<file path="src/rtl/uart_tx_serializer_pkg.sv">
// uart_tx_serializer_pkg: state encodings and framing constants shared by the UART transmit and receive ends
package uart_tx_serializer_pkg;
  typedef enum logic [1:0] {
    IDLE  = 2'd0,
    START = 2'd1,
    DATA  = 2'd2,
    STOP  = 2'd3
  } state_t;
  localparam int DATA_BITS = 8;
  localparam int DEF_CLKS_PER_BIT = 868;
endpackage

</file>
<file path="src/rtl/uart_tx_serializer_baud_tick_gen.sv">
// baud_tick_gen: bit-period counter giving a one-cycle tick on the last clk of each bit period
// Ports: clk, reset (sync, active-high), clear (hold count at 0), tick (last cycle of the period)
module baud_tick_gen #(
  parameter int CLKS_PER_BIT = 868,
  parameter int CNT_W = 10
) (
  input  logic clk,
  input  logic reset,
  input  logic clear,
  output logic tick
);
  logic [CNT_W-1:0] cnt;
  assign tick = !clear && cnt == CNT_W'(CLKS_PER_BIT - 1);
  always_ff @(posedge clk)
    if (reset || clear || tick) cnt <= '0;
    else cnt <= cnt + CNT_W'(1);
endmodule

</file>
<file path="src/rtl/uart_tx_serializer.sv">
// uart_tx_serializer: 8N1 LSB-first UART transmitter with a registered, glitch-free serial output
// Ports: clk, reset (sync, active-high), tx_start/tx_data (request and byte, sampled in IDLE),
//        tx_busy (frame in progress), tx_done (last cycle of stop bit), tx (serial line, idle 1)
module uart_tx_serializer
  import uart_tx_serializer_pkg::*;
#(
  parameter int CLKS_PER_BIT = DEF_CLKS_PER_BIT,
  parameter int CNT_W = 10
) (
  input  logic       clk,
  input  logic       reset,
  input  logic       tx_start,
  input  logic [7:0] tx_data,
  output logic       tx_busy,
  output logic       tx_done,
  output logic       tx
);
  state_t state, state_n;
  logic [7:0] shreg, shreg_n;
  logic [2:0] bit_cnt, bit_cnt_n;
  logic tick, tx_n;
  baud_tick_gen #(.CLKS_PER_BIT(CLKS_PER_BIT), .CNT_W(CNT_W)) u_tick (
    .clk(clk),
    .reset(reset),
    .clear(state == IDLE),
    .tick(tick)
  );
  assign tx_busy = state != IDLE;
  always_comb begin
    state_n = state;
    shreg_n = shreg;
    bit_cnt_n = bit_cnt;
    tx_done = 1'b0;
    case (state)
      IDLE: if (tx_start) begin
        state_n = START;
        shreg_n = tx_data;
        bit_cnt_n = '0;
      end
      START: if (tick) state_n = DATA;
      DATA: if (tick) begin
        shreg_n = shreg >> 1;
        bit_cnt_n = bit_cnt == 3'(DATA_BITS - 1) ? '0 : bit_cnt + 3'd1;
        state_n = bit_cnt == 3'(DATA_BITS - 1) ? STOP : DATA;
      end
      STOP: begin
        tx_done = tick;
        state_n = tick ? IDLE : STOP;
      end
      default: state_n = IDLE;
    endcase
    // tx is registered from the next state so the line moves on the same edge as the FSM
    tx_n = state_n == START ? 1'b0 : state_n == DATA ? shreg_n[0] : 1'b1;
  end
  always_ff @(posedge clk)
    if (reset) begin
      state <= IDLE;
      shreg <= '0;
      bit_cnt <= '0;
      tx <= 1'b1;
    end else begin
      state <= state_n;
      shreg <= shreg_n;
      bit_cnt <= bit_cnt_n;
      tx <= tx_n;
    end
endmodule
</file>
<file path="config.mk">
export PLATFORM = sky130hd
export DESIGN_NAME = uart_tx_serializer
export DESIGN_NICKNAME = d
export VERILOG_FILES = /design/src/rtl/uart_tx_serializer_pkg.sv /design/src/rtl/uart_tx_serializer_baud_tick_gen.sv /design/src/rtl/uart_tx_serializer.sv
export SDC_FILE = /design/constraint.sdc
export NUM_CORES = 1
export LEC_CHECK = 0
export BUFFER_PORTS_ARGS = -buffer_cell sky130_fd_sc_hd__buf_2
export CORE_MARGIN = 1
export CORE_UTILIZATION = 55
export DETAILED_ROUTE_END_ITERATION = 8
export PLACE_DENSITY = 0.86
export SLEW_MARGIN = 25
export SYNTH_ARGS = -nofsm -noshare
export SYNTH_HDL_FRONTEND = slang
export SYNTH_HIERARCHICAL = 1
export SYNTH_SLANG_ARGS = --single-unit
</file>
<file path="constraint.sdc">
create_clock -name clk -period 2.9 [get_ports clk]
set_clock_uncertainty 0.05 [all_clocks]
set_input_delay 0.58 -clock clk [delete_from_list [all_inputs] [get_ports clk]]
set_output_delay 0.58 -clock clk [all_outputs]
set_load 0.01 [all_outputs]
</file>
After elaboration in Yosys (flattened, before gate mapping)
Index checks and enable logic that the tools add are counted.
Storage, ports and cells
  flip-flop bits (word level): 24
  bits of input ports: 11
  output and inout port bits: 3
  word-level logic and storage cells: 41
Operators by class
  add/subtract/negate cells: 2
  equality and inequality tests: 9
  multiplexer cells: 16
  reductions and logical operators: 8
Operators by type and width (number)
  $mux 8: 2
  $pmux 8 s2: 1
  $add 10x1->10 const B: 1
  $eq 10x10->1 const B: 1
  $mux 3: 3
  $mux 2: 4
  $pmux 2 s4: 1
  $eq 2x2->1 const B: 3
  $pmux 3 s2: 1
  $eq 2x1->1 const B: 2
  $mux 1: 4
  $ne 2x2->1 const B: 2
  $reduce_bool 2->1: 2
  $add 3x1->3 const B: 1
  $eq 3x3->1 const B: 1
  $reduce_and 3->1: 1
  $logic_not 2->1: 1
  $logic_or 1x1->1: 2
  $logic_and 1x1->1: 1
  $logic_not 1->1: 1

Longest topological paths before layout
Gate-level depths: netlist of run 1.
  word-level depth: 8
  depth in mapped cells: 9
  mapped depth without buffers: 6

By module
Netlist of run 1, hierarchy kept.
Modules (own cells, without submodules)
  uart_tx_serializer: instances 1, cells an instance 81, area each 698.2 µm², sequential area each 280.3 µm²
  baud_tick_gen: instances 1, cells an instance 49, area each 449.2 µm², sequential area each 200.2 µm²

Worst setup path after synthesis of run 1
Ideal clock, no wire load.
  path kind: reg-to-output
  start point: reg state[0]
  end point: out tx_done
  arrival time: 1804 ps
  data required time: 2270 ps
  path slack: 466 ps
  cell stages (with the launch flop): 7
  path buffers: 2
  path through: dfxtp_1 clkbuf_1 nor2_1 or4b_4 nor3_1 buf_2 and3_1
Between the ends
  longest elaborated chain between the ends: 4
  elaborated cells on any way between the ends: 5
  classes of those cells: eq/ne: 1; mux: 1; reduce/logical: 3
Ends and longest elaborated chain
  start, declared: RTL line uart_tx_serializer.sv:18  | state_t state, state_n;
  start signal, assigned: RTL line uart_tx_serializer.sv:62  | state <= state_n;
  $logic_not 2->1: RTL line uart_tx_serializer.sv:25  | .clear(state == IDLE),
  $logic_not 1->1: RTL line uart_tx_serializer_baud_tick_gen.sv:13  | assign tick = !clear && cnt == CNT_W'(CLKS_PER_BIT - 1);
  $logic_and 1x1->1: RTL line uart_tx_serializer_baud_tick_gen.sv:13
  via tick: RTL line uart_tx_serializer.sv:21  | logic tick, tx_n;
  $mux 1: RTL line uart_tx_serializer.sv:34  | case (state)
  end, declared: RTL line uart_tx_serializer.sv:15  | output logic tx_done,
The timed path passes the listed nets, and every way through them passes these cells.

Worst setup path after layout of run 1
Ends and elaborated chain as after synthesis.

==> results of run 1 <==
[report_power, final]
group          internal [mW]  total (mW)  switching, mW  leakage (nW)
Combinational         0.0216      0.0485         0.0269         0.247
Clock                 0.0766       0.171         0.0940        0.0210
Sequential             0.341       0.350        0.00939         0.196
Total                  0.439       0.569          0.130         0.464
[metal layers]
metal,GRT usage (%),part of all wire (%),up-vias
met3,3.77,2.8,2
met1,27.5,48,480
met5,0,0,-
met4,6.11,0.71,0
li1,-,-,512
met2,34.8,49,23
[sequential cells by signal, summed over array words and instances, names as in the netlist]
register and flops:
state 2, bit_cnt 3, shreg 8, tx 1, u_tick/cnt 10
[worst reg2reg max path, cell delays in order (launching register included)]
cell and delay [ns]:
dfxtp_2 0.48, nor2_1 0.13, or4b_4 0.52, nor3_1 0.30, buf_4 0.21, and3b_1 0.30
a22oi_1 0.14, a21oi_1 0.18
[cell families after synthesis]
logic type | Yosys count | share of synthesized area (%)
simple gates | 52 | 27.2
compound gates | 37 | 21.2
xor+xnor | 4 | 3.05
buf+inv | 10 | 3.49
flops | 24 | 41.9
fa+ha+maj | 3 | 3.27
[worst paths after layout]
path,slack (ns),cells past startpoint,from,to
setup / recovery,0.22,5,state[0],tx_done
hold / removal,0.42,1,u_tick/cnt[0],u_tick/cnt[0]
setup reg to reg,0.53,7,state[0],shreg[4]
hold reg to reg,0.42,1,u_tick/cnt[0],u_tick/cnt[0]
[cell type report]
cell class / count / area share [%]
multi-input cells: 96 / 49.1
inverters: 3 / 0.881
clock buffers: 4 / 2.84
flip-flops and latches: 24 / 37.7
repair buffers: 16 / 6.86
well taps: 27 / 2.64
[Yosys cell counts]
cell	count
a2111o_1	1
a2111oi_0	1
a211oi_1	2
a21o_1	1
a21oi_1	17
a22oi_1	6
a31oi_1	2
and2_1	1
and3_1	1
and3b_1	2
and4b_1	1
buf_1	1
buf_2	2
clkbuf_1	4
dfxtp_1	24
ha_1	3
inv_1	3
nand2_1	4
nand2b_1	3
nand3_1	15
nand3b_1	1
nand4_1	2
nand4b_1	2
nor2_1	8
nor3_1	1
nor3b_1	2
o21ai_0	3
o22ai_1	1
o31ai_1	2
o31ai_4	1
or2b_1	1
or3_1	3
or3b_1	1
or4_1	2
or4b_4	1
or4bb_1	1
xnor2_1	1
xor2_1	3
[through the flow]
stage / cell area, um^2 / setup slack [ns] / utilization [%]
floorplan: 1150 / 0.466 / -
global placement: 1240 / 0.518 / 63.2
detailed placement: 1240 / 0.425 / 63.2
CTS: 1280 / 0.0822 / 65.1
global route: 1280 / 0.0209 / 65.1
finish: 1280 / 0.224 / 65.1
[repair_timing]
item,4_1_cts,5_1_grt
hold buffers,0,0
resized for setup,0,1
setup endpoints to repair,0,1
==> impl_metrics.env, run 1 <==
export IMPL_status="finished, violations left"
export IMPL_violations="DRC"
export IMPL_multi_input_area_um2=627
export IMPL_grt_pass1_vias=805
export IMPL_drc=1
export IMPL_grt_overflow_total=0
export IMPL_hp_class="register to register"
export IMPL_hold_ws_ns=0.422
export IMPL_syn_num_nets=144
export IMPL_drt_iter0_markers=42
export IMPL_final_nets=158
export IMPL_crit_arrival_ns=2.05
export IMPL_slew_violations=0
export IMPL_routed_via_density=5.98
export IMPL_cts_buffer_depth=2
export IMPL_yosys_area_top_type_share_pct=41.9
export IMPL_clk_pin_slew_ns=0.12
export IMPL_fillers=176
export IMPL_final_common_cell="dfxtp_1"
export IMPL_antenna_found_initial=0
export IMPL_hold_viol_final=0
export IMPL_max_slew_worst_pin_slew_ns=0.806
export IMPL_path_cells="nor2_1 > or4b_4 > nor3_1 > and3_1 > buf_2"
export IMPL_cts_root_buffer="clkbuf_4"
export IMPL_required_ns=2.27
export IMPL_path_max_fanout=16
export IMPL_rsz0062_at_grt="false"
export IMPL_relSlewSlack_pct=46.1
export IMPL_numCtsBuffers=3
export IMPL_cp_slowest_stage_delay_ns=0.52
export IMPL_diodes=0
export IMPL_cts_tree="done"
export IMPL_wl_mm=2.25
export IMPL_worst_setup_path_type="register to primary output"
export IMPL_routedWlPerCell_um=13.2
export IMPL_critical_path_endpoint_type="primary output"
export IMPL_dr_pass1_iters=6
export IMPL_track_usage_pct=20.8
export IMPL_initial_core_util_pct=58.5
export IMPL_dp_cells=166
export IMPL_clk_latency_ns=0.30
export IMPL_synth_area_per_cell_um2=8.83
export IMPL_htreeDepth=1
export IMPL_layout_drive_gt1_share_pct=16.1
export IMPL_coreArea_um2=1960
export IMPL_io_pins=14
export IMPL_final_cell_mix="dfxtp_1, a21oi_1, nand3_1, buf_2, nor2_1"
export IMPL_synthDistinctLibCells=38
export IMPL_stdcell_count=170
export IMPL_cap_violations=0
export IMPL_fp_row_count=16
export IMPL_grt_max_degree=17
export IMPL_critPathLaunchType="register"
export IMPL_fin_crit_sh_pct=92.3
export IMPL_detail_route_antenna_nets=0
export IMPL_power_total_mw=0.569
export IMPL_crit_buf_inv=1
export IMPL_power_leakage_nw=0.464
export IMPL_cp_top_family="simple AND/OR/NAND/NOR gates"
export IMPL_yosys_top_cells_area="dfxtp_1, a21oi_1, nand3_1"
export IMPL_cts_sinks=24
export IMPL_hpwl_mm=1.68
export IMPL_post_cts_buffers=0
export IMPL_port_buffer_count=13
export IMPL_peakVddDrop_uv=262
export IMPL_ys_seq_elements=24
export IMPL_area_growth_pct=11.3
export IMPL_powerDensity_nw_per_um2=445
export IMPL_setup_viol=0
export IMPL_grt_pass1_wl_mm=3.37
export IMPL_cp_slowest_cell="or4b_4"
export IMPL_finalWeightedCongestion=0.745
export IMPL_seq_area_frac_synth_pct=41.9
export IMPL_vias=1017
export IMPL_seq_area_um2=482
export IMPL_synthCells=130
export IMPL_synth_area_leader_cell="dfxtp_1"
export IMPL_die_y_um=47.7
export IMPL_netlist_area_um2=1150
export IMPL_tns_ns=0
export IMPL_dieWidth_um=47.7
export IMPL_dieArea_um2=2270
export IMPL_fin_crit_ns=2.68
export IMPL_yosysWarnings=6
export IMPL_fmax_ghz=0.374
No activity file was read; power rests on OpenSTA's default activity.
==> run 2, diff against run 1 <==
- ABC_AREA: not set -> 1
- CAP_MARGIN: not set -> 10
- CORE_UTILIZATION: 55 -> 25
- PLACE_DENSITY: 0.86 -> 0.51
==> run 2 against run 1 <==
  * The flow now finishes without violations
  * Fmax is 17% higher
  * Die area grew 130%
  * Wire length increased by 4.0%
  * Highest routed layer unchanged
  * Critical endpoint unchanged
==> impl_metrics.env, run 2 <==
export IMPL_status="complete, no violations"
export IMPL_ys_seq_elements=24
export IMPL_peakVddDrop_uv=223
export IMPL_cts_sinks=24
export IMPL_hold_viol_final=0
export IMPL_met1_usage_pct=13.4
export IMPL_drc=0
export IMPL_area_growth_pct=15.0
export IMPL_hpwl_mm=1.79
export IMPL_crit_buf_inv=3
export IMPL_regMostFlops="u_tick/cnt"
export IMPL_power_leakage_nw=0.578
export IMPL_grt_busiest_layer="met2"
export IMPL_hold_ws_ns=0.399
export IMPL_hp_class="register to register"
export IMPL_fin_crit_sh_pct=78.9
export IMPL_cts_resized=0
export IMPL_synthCells=166
export IMPL_synth_area_leader_cell="dfxtp_1"
export IMPL_grt_pass1_wl_mm=4.26
export IMPL_seq_area_frac_synth_pct=38.3
export IMPL_post_cts_buffers=0
export IMPL_cap_violations=0
export IMPL_grt_overflow_total=0
export IMPL_cts_buffer_depth=2
export IMPL_grtUsageMet2_pct=16.3
export IMPL_htreeDepth=1
export IMPL_grt_pass1_vias=988
export IMPL_synth_area_per_cell_um2=7.56
export IMPL_cts_tree="done"
export IMPL_fin_crit_ns=2.29
export IMPL_track_usage_pct=10.2
export IMPL_setup_viol=0
export IMPL_yosys_top_cells_area="dfxtp_1, nand2_1, a21oi_2"
export IMPL_coreArea_um2=4790
export IMPL_initial_core_util_pct=26.2
export IMPL_crit_arrival_ns=1.66
export IMPL_detail_route_antenna_nets=0
export IMPL_vias=1035
export IMPL_die_y_um=72.9
export IMPL_fp_row_count=25
export IMPL_largest_register_ffs=10
export IMPL_layout_drive_gt1_share_pct=28.2
export IMPL_io_pins=14
export IMPL_fmax_ghz=0.437
export IMPL_pre_cts_slack_ns=0.891
export IMPL_clk_latency_ns=0.26
export IMPL_dieWidth_um=72.9
export IMPL_yosys_area_top_type_share_pct=38.3
export IMPL_cp_slowest_stage_delay_ns=0.36
export IMPL_critical_path_endpoint_type="primary output"
export IMPL_antenna_found_initial=0
export IMPL_dp_cells=244
export IMPL_async_reset_ff_share_pct=0
export IMPL_cts_hold_fix_buffers=0
export IMPL_yosysMostFrequentCell="nand2_1"
export IMPL_grtUsageMet3_pct=3.31
export IMPL_final_common_cell="nand2_1"
export IMPL_drt_iter0_markers=47
export IMPL_port_buffer_count=13
export IMPL_stdcell_count=248
export IMPL_max_slew_worst_pin_slew_ns=0.370
export IMPL_top_regs="u_tick/cnt x10, shreg x8, bit_cnt x3"
export IMPL_synthDistinctLibCells=27
export IMPL_dieArea_um2=5310
export IMPL_path_max_fanout=4
export IMPL_tns_ns=0
export IMPL_diodes=0
export IMPL_synth_ff_type="dfxtp_1"
export IMPL_worst_setup_path_type="register to primary output"
export IMPL_routed_via_density=4.17
export IMPL_worst_slack_ns=0.613
export IMPL_netlist_area_um2=1250
export IMPL_numCtsBuffers=3
export IMPL_cp_slowest_cell="dfxtp_1"
export IMPL_final_nets=196
export IMPL_clk_pin_slew_ns=0.08
export IMPL_synth_common_cells="nand2_1, dfxtp_1, nor2_1"
export IMPL_yosysWarnings=6
export IMPL_routedWlPerCell_um=9.42
export IMPL_cts_root_buffer="clkbuf_8"
export IMPL_rsz0062_at_grt="false"
export IMPL_dr_pass1_iters=3
export IMPL_synth_edff_count=0
export IMPL_cp_top_family="simple AND/OR/NAND/NOR gates"
export IMPL_slew_violations=0
export IMPL_final_cell_mix="nand2_1, dfxtp_1, nor2_1, nand3_1, buf_2"
export IMPL_path_cells="ha_1 > nand2_1 > nor2_1 > nand3_2 > inv_1 > inv_6 > nor3_1 > buf_2"
export IMPL_powerDensity_nw_per_um2=448
export IMPL_finalWeightedCongestion=0.792
export IMPL_required_ns=2.27
export IMPL_critPathLaunchType="register"
export IMPL_relSlewSlack_pct=75.3
export IMPL_grt_max_degree=15
export IMPL_wl_mm=2.34
export IMPL_syn_num_nets=180
[run 2: cell count changes in the layout (fill, tap and decap cells not counted), sizes merged, moves of 3 or more]
cell,previous run,this run
a21oi,17,22
a22oi,6,0
buf,16,13
inv,3,18
nand2,4,44
nand2b,3,0
nor2,8,28
o31ai,3,0
[run 2: worst paths after layout]
kind | slack [ns] | to | from | cells after the start
worst max-delay path | 0.61 | tx_done | u_tick/cnt[0] | 8
worst min-delay path | 0.40 | u_tick/cnt[0] | u_tick/cnt[0] | 1
worst max register to register | 1.12 | bit_cnt[0] | u_tick/cnt[0] | 11
worst min register to register | 0.40 | u_tick/cnt[0] | u_tick/cnt[0] | 1
[run 2: final cells by class]
type / instances / area, um^2
Inverter: 18 / 75.1
Clock buffer: 4 / 55.1
Fill cell: 514 / 3340
Sequential cell: 24 / 480
Multi-Input combinational cell: 122 / 683
Timing Repair Buffer: 13 / 65.1
Tap cell: 67 / 83.8
[run 2: cells by family after synthesis]
kind of cell | count (synthesis) | synth area share [%]
buffers and inverters | 20 | 7.28
AND/OR/NAND/NOR | 90 | 35.9
XOR/XNOR | 3 | 2.09
flip-flops | 24 | 38.3
AO/OA/AOI/OAI | 26 | 13.5
adder cells (fa/ha/maj) | 3 | 2.99
[run 2: where the power goes]
| group | leakage, nW | total [mW] | switching, mW | internal [mW] |
|---|---|---|---|---|
| sequential | 0.195 | 0.349 | 0.00803 | 0.341 |
| clock | 0.0288 | 0.227 | 0.105 | 0.121 |
| combinational | 0.353 | 0.0704 | 0.0446 | 0.0258 |
| total | 0.578 | 0.646 | 0.158 | 0.488 |
[run 2: metal layers]
metal  vias to the layer above  wire length (um)
li1                        560                 -
met2                        13              1040
met3                         2                74
met4                         0                17
met5                         -                 0
met1                       460              1200
[run 2: through the flow]
step / total power, mW / cell area (um^2) / utilization, %
after CTS: 0.661 / 1440 / 30.1
final: 0.646 / 1440 / 30.1
after floorplan: 0.408 / 1250 / -
after global placement: 0.429 / 1390 / 29.0
after global routing: 0.684 / 1440 / 30.1
after detailed placement: 0.428 / 1390 / 29.0
